--- config.mk ---
export PLATFORM = sky130hd
export DESIGN_NAME = fetch_unit
export DESIGN_NICKNAME = d
export VERILOG_FILES = /design/src/rtl/fetch_unit_pkg.sv /design/src/rtl/fetch_unit_branch_eval.sv /design/src/rtl/fetch_unit.sv
export SDC_FILE = /design/constraint.sdc
export NUM_CORES = 1
export LEC_CHECK = 0
export BUFFER_PORTS_ARGS = -buffer_cell sky130_fd_sc_hd__buf_4
export CAP_MARGIN = 20
export CORE_MARGIN = 2
export CORE_UTILIZATION = 40
export CTS_CLUSTER_SIZE = 8
export DETAILED_ROUTE_END_ITERATION = 12
export PLACE_DENSITY = 0.66
export SETUP_SLACK_MARGIN = 0.2
export SYNTH_ARGS = -nofsm -noshare
export SYNTH_HDL_FRONTEND = slang
export SYNTH_SLANG_ARGS = --single-unit
--- constraint.sdc ---
create_clock -name Clk -period 2.07 [get_ports Clk]
set_input_delay 0.207 -clock Clk [delete_from_list [all_inputs] [get_ports Clk]]
set_output_delay 0.207 -clock Clk [all_outputs]
set_load 0.005 [all_outputs]
--- src/rtl/fetch_unit_pkg.sv ---
// Shared definitions for the fetch unit.
//   fetch_state_t : sequencer states (IDLE, RUN, HALT)
//   NOP_INSTR     : instruction issued in an invalid slot (LSH by 0)
package Definitions;

  typedef enum logic [1:0] {
    IDLE = 2'd0,
    RUN  = 2'd1,
    HALT = 2'd2
  } fetch_state_t;

  localparam logic [8:0] NOP_INSTR = 9'h080;

endpackage

--- src/rtl/fetch_unit_branch_eval.sv ---
// Combinational branch resolution for the fetch unit.
// Ports:
//   slot_valid     in  1  current instruction slot holds a real instruction
//   branch_ez      in  1  branch if operand is zero
//   branch_nz      in  1  branch if operand is non-zero
//   branch_always  in  1  unconditional branch
//   operand        in  W  register value: condition source and target
//   taken          out 1  branch is taken this cycle
//   target         out T  operand zero-extended to the address width
module branch_eval
  import Definitions::*;
#(
  parameter int T = 10,
  parameter int W = 8
) (
  input  logic         slot_valid,
  input  logic         branch_ez,
  input  logic         branch_nz,
  input  logic         branch_always,
  input  logic [W-1:0] operand,
  output logic         taken,
  output logic [T-1:0] target
);

  logic op_zero;

  assign op_zero = (operand == '0);

  // A bubble slot carries no decoded instruction, so its branch bits are ignored.
  assign taken  = slot_valid & (branch_always | (branch_ez & op_zero) | (branch_nz & ~op_zero));
  assign target = T'(operand);

endmodule

--- src/rtl/fetch_unit.sv ---
// Instruction fetch sequencer with a one-cycle synchronous instruction memory.
// Optional feature macro: FETCH_CYCLE_CNT_EN adds a saturating 16-bit
// CycleCount output counting RUN cycles.
// Ports:
//   Clk            in  1   clock, rising edge
//   Reset          in  1   synchronous active-high reset
//   Start          in  1   begin execution at address 0 (ignored in RUN)
//   Done_in        in  1   decoder halt for the current instruction
//   BranchEZ/NZ/Always in 1 decoder branch requests
//   BranchOperand  in  W   branch condition source and target
//   ImemRdata      in  9   instruction memory data (one cycle after ImemAddr)
//   ImemAddr       out T   instruction memory address (fetch register FA)
//   Instruction    out 9   current instruction, NOP_INSTR when slot invalid
//   ProgCtr_p1     out T   ExecPC + 1, link value for JAL
//   Running        out 1   in RUN
//   Done           out 1   in HALT
//   CycleCount     out 16  RUN cycle count (FETCH_CYCLE_CNT_EN only)
//
// state | meaning
// IDLE  | after reset, waiting for Start
// RUN   | fetching/executing; V=0 marks the bubble after a taken branch
// HALT  | decoder signalled done, waiting for Start
module fetch_unit
  import Definitions::*;
#(
  parameter int T = 10,
  parameter int W = 8
) (
  input  logic         Clk,
  input  logic         Reset,
  input  logic         Start,
  input  logic         Done_in,
  input  logic         BranchEZ,
  input  logic         BranchNZ,
  input  logic         BranchAlways,
  input  logic [W-1:0] BranchOperand,
  input  logic [8:0]   ImemRdata,
  output logic [T-1:0] ImemAddr,
  output logic [8:0]   Instruction,
  output logic [T-1:0] ProgCtr_p1,
  output logic         Running,
`ifdef FETCH_CYCLE_CNT_EN
  output logic         Done,
  output logic [15:0]  CycleCount
`else
  output logic         Done
`endif
);

  fetch_state_t state;
  logic [T-1:0] fa;
  logic [T-1:0] exec_pc;
  logic         v;
  logic         taken;
  logic [T-1:0] target;

  branch_eval #(.T(T), .W(W)) u_branch_eval (
    .slot_valid    (v),
    .branch_ez     (BranchEZ),
    .branch_nz     (BranchNZ),
    .branch_always (BranchAlways),
    .operand       (BranchOperand),
    .taken         (taken),
    .target        (target)
  );

  assign ImemAddr    = fa;
  assign Instruction = v ? ImemRdata : NOP_INSTR;
  assign ProgCtr_p1  = exec_pc + T'(1);

  always_ff @(posedge Clk) begin
    if (Reset) begin
      state   <= IDLE;
      fa      <= '0;
      exec_pc <= '0;
      v       <= 1'b0;
      Running <= 1'b0;
      Done    <= 1'b0;
    end else begin
      case (state)
        IDLE, HALT: begin
          if (Start) begin
            // Address 0 is already on ImemAddr, so slot 0 is valid next cycle.
            state   <= RUN;
            exec_pc <= '0;
            fa      <= T'(1);
            v       <= 1'b1;
            Running <= 1'b1;
            Done    <= 1'b0;
          end
        end
        RUN: begin
          if (v && Done_in) begin
            // Halt wins over a branch decoded in the same instruction.
            state   <= HALT;
            fa      <= '0;
            exec_pc <= '0;
            v       <= 1'b0;
            Running <= 1'b0;
            Done    <= 1'b1;
          end else if (taken) begin
            // Data for FA is already in flight; squash it as one bubble.
            exec_pc <= fa;
            fa      <= target;
            v       <= 1'b0;
          end else begin
            exec_pc <= fa;
            fa      <= fa + T'(1);
            v       <= 1'b1;
          end
        end
        default: begin
          state   <= IDLE;
          fa      <= '0;
          exec_pc <= '0;
          v       <= 1'b0;
          Running <= 1'b0;
          Done    <= 1'b0;
        end
      endcase
    end
  end

`ifdef FETCH_CYCLE_CNT_EN
  always_ff @(posedge Clk) begin
    if (Reset) begin
      CycleCount <= '0;
    end else if ((state == IDLE || state == HALT) && Start) begin
      CycleCount <= '0;
    end else if (state == RUN && CycleCount != 16'hFFFF) begin
      CycleCount <= CycleCount + 16'd1;
    end
  end
`endif

endmodule

Yosys cells after proc, flatten, opt, wreduce, memory -nomap -nowiden
Index checks and enable logic that the tools add are counted.

Register bits: 25. Bits of input ports: 24. Logic and storage cells: 43.

Equal/unequal tests: 4. Multiplexer cells: 20. Reduce and logical (&&, ||, !) cells: 5. Bitwise operators: 6. Add/subtract/negate cells: 2.

Operators with widths (count): $mux 10 (5); $pmux 10 s2 (2); $add 10x1->10 const B (2); $mux 9 (1); $logic_not 8->1 (1); $mux 1 (6); $pmux 1 s2 (3); $mux 2 (2); $ne 2x2->1 const B (2); $pmux 2 s2 (1); $and 1x1->1 (3); $eq 2x1->1 const B (1); $eq 2x2->1 const B (1); $logic_not 2->1 (1); $or 1x1->1 (2); $reduce_and 2->1 (1); $reduce_or 2->1 (1); $logic_and 1x1->1 (1); $not 1->1 (1).

Depth between registers and ports, before layout
Word-level depth: 8. Depth in mapped cells: 6. Mapped depth without buffers: 5.

Cells and area by module
A second synthesis with hierarchy kept.

Cells, all modules: 187. Area, all modules: 1472.7 um^2.

By module, submodules not included: fetch_unit (area an instance 1336.3 um^2, cells each 171, times used 1); branch_eval (area an instance 136.4 um^2, cells each 16, times used 1).

Worst setup path after synthesis
OpenSTA, ideal clock, no wires.

Kind: flip-flop to flip-flop. Start: register state[0]. End: register fa[3], in the netlist ImemAddr[3]. Arrival: 1.503 ns. Path buffers: 0. Clock period less this slack: 1.566 ns. Cell stages (with the launch flop): 6. Setup slack: 0.504 ns. Cells stage by stage: dfxtp_1 -> nor2b_1 -> a21boi_2 -> nand2b_1 -> or4_1 -> nand3_1.

Word-level cells in the longest chain between the ends: 3. Elaborated cells on any way between the ends: 6. Classes of those cells: eq/ne: 3; mux: 1; reduce/logical: 2.

Ends and longest elaborated chain: from (decl) (line fetch_unit.sv:50) `fetch_state_t state;`; from (signal assigned) (line fetch_unit.sv:73) `state <= IDLE;`; from (signal assigned) (line fetch_unit.sv:84) `state <= RUN;`; from (signal assigned) (line fetch_unit.sv:95) `state <= HALT;`; $eq 2x2->1 / $logic_not 2->1 (equally long branches) (line fetch_unit.sv:80) `case (state)`; $reduce_or 2->1 (line fetch_unit.sv:80); $pmux 10 s2 / $ne 2x2->1 (equally long branches); to (signal assigned) (line fetch_unit.sv:104) `fa <= target;`; to (signal assigned) (line fetch_unit.sv:108) `fa <= fa + T'(1);`; to (decl) (line fetch_unit.sv:51) `logic [T-1:0] fa;`.

Parallel ways exist; a longest one is shown, timed or not. A chain may end at the register's enable or synchronous reset.

Worst setup path after layout
Start: register exec_pc[2]. End: output ProgCtr_p1[7].

Word-level cells in the longest chain between the ends: 1.

Ends and longest elaborated chain: from (decl) (line fetch_unit.sv:52) `logic [T-1:0] exec_pc;`; from (signal assigned) (line fetch_unit.sv:75) `exec_pc <= '0;`; from (signal assigned) (line fetch_unit.sv:85) `exec_pc <= '0;`; from (signal assigned) (line fetch_unit.sv:97) `exec_pc <= '0;`; $add 10x1->10 (line fetch_unit.sv:69) `assign ProgCtr_p1 = exec_pc + T'(1);`; to (decl) (line fetch_unit.sv:40) `output logic [T-1:0] ProgCtr_p1,`.

Every way passes these cells.

==> metrics.md <==
| Metric | Value |
|---|---|
| Status | finished, final reports clean |
| Post-Syn Instances | 164 |
| Number of flops mapped to enable cells by yosys | 0 |
| Crit path top cell by count | and3_1 |
| # rows | 21 |
| Dpl hpwl | 2.77 mm |
| DRC viols | 0 |
| Post-synthesis mux area share | 0.00747 |
| # diodes | 0 |
| Largest net degree at the start of global routing | 21 |
| CTS Sinks | 24 |
| Worst-Margin Slew | 0.855 ns |
| Clock slew at reported path FFs | 0.14 ns |
| Syn avg cell area | 8.17 um2 |
| TNS Setup | 0 ns |
| Pwr Density | 510 nW/um2 |
| DR vias | 1422 |
| Place WS | 0.295 ns |
| Largest family of logic cells by synthesized area | simple AND/OR/NAND/NOR gates |
| Routed vias/inst | 5.41 |
| H-tree depth | 1 |
| Synth Register Bits | 24 |
| RSZ-0062 raised after global routing | false |
| Most frequent cell after synthesis | dfxtp_1 |
| Vias in the first global route | 1289 |
| Compound-Gate Fraction of Synth Area | 0.179 |
| Clock buffer count from CTS | 3 |
| Sequential-to-total area share from yosys stat | 0.359 |
| CP cell instances | and3_1 > and3_1 > nand3_1 > xnor2_1 > buf_4 |
| Synthesized area | 1340 um2 |
| Port Buffers | 54 |
| Area fraction of the dominant cell type after synthesis | 0.359 |
| Slowest-stage cell, CP | dfxtp_2 |
| Setup Fix Bufs, Post-CTS | 0 |
| Max Clock Skew | 0.00462 ns |
| Synth Warn # | 0 |
| Clk buf depth | 2 |
| Io pins | 55 |
| Post-synth top cells | 24 x dfxtp_1, 21 x nand3_1, 19 x nor2_1 |
| Share of cells above drive strength 1 | 0.318 |
| CP top delay family | simple AND/OR/NAND/NOR gates |
| Asr flop ratio synth | 0 |
| Die height | 61.9 um |
| Worst Path Max Fanout | 5 |
| Grt ovf | 0 |
| Max Cap Violations | 0 |
| Rel. slew slack | 0.428 |
| Yosys cell types | 38 |
| First-pass GRT wire length | 5.77 mm |
| Syn nets | 190 |
| Startpoint types | flop |
| Setup WS post-layout | 0.321 ns |
| CTS Root Cell | clkbuf_4 |
| Worst path buffer plus inverter count | 1 |
| Final min period | 1.75 ns |
| Adder-Cell Fraction of Synth Area | 0.0187 |
| Fmax | 572 MHz |
| Core area | 3280 um2 |
| Count of final max-slew check failures | 0 |
| CTS tree | built |
| Gpl congestion | 0.827 |
| Final setup viols | 0 |
| Post-route ant nets | 0 |
| DR pass1 iterations | 4 |
| Post-synthesis to final-layout area growth | 36.3% |
| WP data required | 1.86 ns |
| Starting density of the core | 0.408 |
| Final hold vios | 0 |
| Total GRT Usage | 0.197 |
| Slowest stage delay, CP | 0.40 ns |
| WL/cell | 13.5 um |
| Die width | 61.9 um |
| Initial DRC count | 57 |
| Clock Latency Late Sink | 0.32 ns |
| Die area | 3830 um2 |
| Total Routed Length | 3.56 mm |
| Synth Area in XOR/XNOR | 0.0588 |
| Initial antenna violation count | 0 |
| P_leak | 0.747 nW |
| Main area contributors after synthesis | dfxtp_1 36%, nand3_1 7.8%, a22oi_1 5.6% |
| HP Class | input pin to flop |
| Ys flop type | dfxtp_1 |
| Yosys top cell by area | dfxtp_1 |
| Synth Area in Simple Gates | 0.334 |
| Worst Path Arrival | 1.54 ns |
| Period utilisation layout | 0.845 |
| Max rail drop VDD | 0.252 mV |
| Endpoint type of the worst setup path | output port |
| Nets | 244 |
| Crit Path Class | flop to output port |
cell usage in the layout, fill, tap and decap left out, drive strengths merged:
cell    Yosys  final
nor2       19     19
mux2i       1      1
o211ai      2      2
ha          2      2
nor3b       1      1
or3         2      2
buf         2     57
and2        8      8
nor2b       1      1
o22ai       2      2
nor4        3      3
o311ai      1      1
dfxtp      24     24
and2b       1      1
a211o       1      1
a311oi      1      1
nor3        4      4
nand4b      2      2
inv         5      5
a22oi      10     10
o21ai       2      2
nand2       8      8
a32oi       3      3
nand3      21     21
a21oi       6      6
o21a        1      1
nand4       2      2
xor2        1      1
and3        4      4
a21boi      1      1
xnor2       8      8
clkbuf      6      4
a31oi       4      4
or4         2      2
or2         1      1
nand2b      2      2
tightest hold or removal path, cell delays in order:
cell and delay (ns):
buf_4 0.10, nand3_1 0.06, nand3_1 0.08
per-stage QoR:
| stage | instances | util | hold slack, ns | power, mW | cell area [um2] |
|---|---|---|---|---|---|
| 3_5_place_dp | 259 | 0.544 | 0.496 | 0.688 | 1790 |
| 4_1_cts | 263 | 0.555 | 0.152 | 0.942 | 1820 |
| 5_1_grt | 263 | 0.556 | 0.163 | 0.975 | 1830 |
| 6_report | 263 | 0.556 | 0.152 | 0.932 | 1830 |
| 2_1_floorplan | 164 | - | 0.352 | 0.591 | 1340 |
| 3_3_place_gp | 259 | 0.544 | 0.476 | 0.683 | 1790 |
worst paths after layout:
path                                       start            end  slack (ns)  depth (start not counted)
worst min-delay path            BranchOperand[1]    ImemAddr[1]        0.15                          3
worst max register to register          state[0]    ImemAddr[3]        0.42                          5
worst min register to register       ImemAddr[9]    ImemAddr[9]        0.52                          2
worst max-delay path                  exec_pc[2]  ProgCtr_p1[7]        0.32                          5
cell type report:
class | count | area, um2
tap | 46 | 57.6
fill | 338 | 1460
multi-input combinational | 127 | 803
timing repair buffer | 57 | 428
inverter | 5 | 18.8
clock buffer | 4 | 36.3
sequential | 24 | 483
cell families after synthesis:
| group | after synthesis |
|---|---|
| compound gates | 34 |
| xor+xnor | 9 |
| fa+ha+maj | 2 |
| buf+inv | 13 |
| flops | 24 |
| mux | 1 |
| simple gates | 81 |
power breakdown:
part	switching (mW)	internal (mW)	total, mW	leakage [nW]
Clock	0.146	0.108	0.254	0.0210
Combinational	0.0874	0.0898	0.177	0.531
Sequential	0.0250	0.476	0.501	0.196
registers in the layout, indices dropped and copies added, names as in the netlist:
register and count:
state 1, Running 1, v 1, ImemAddr 10
Done 1, exec_pc 10
layer usage:
layer | up-vias | track usage | routed length [um]
met4 | 0 | 0.0547 | 32
met1 | 666 | 0.258 | 1560
met5 | - | 0 | 0
li1 | 712 | - | -
met2 | 40 | 0.338 | 1790
met3 | 4 | 0.0269 | 179
repair_timing:
action                     CTS  global route
setup endpoints to repair    0             7
hold buffers                 0             0
resized for setup            0             3
Power figures use the tool's default switching activity.
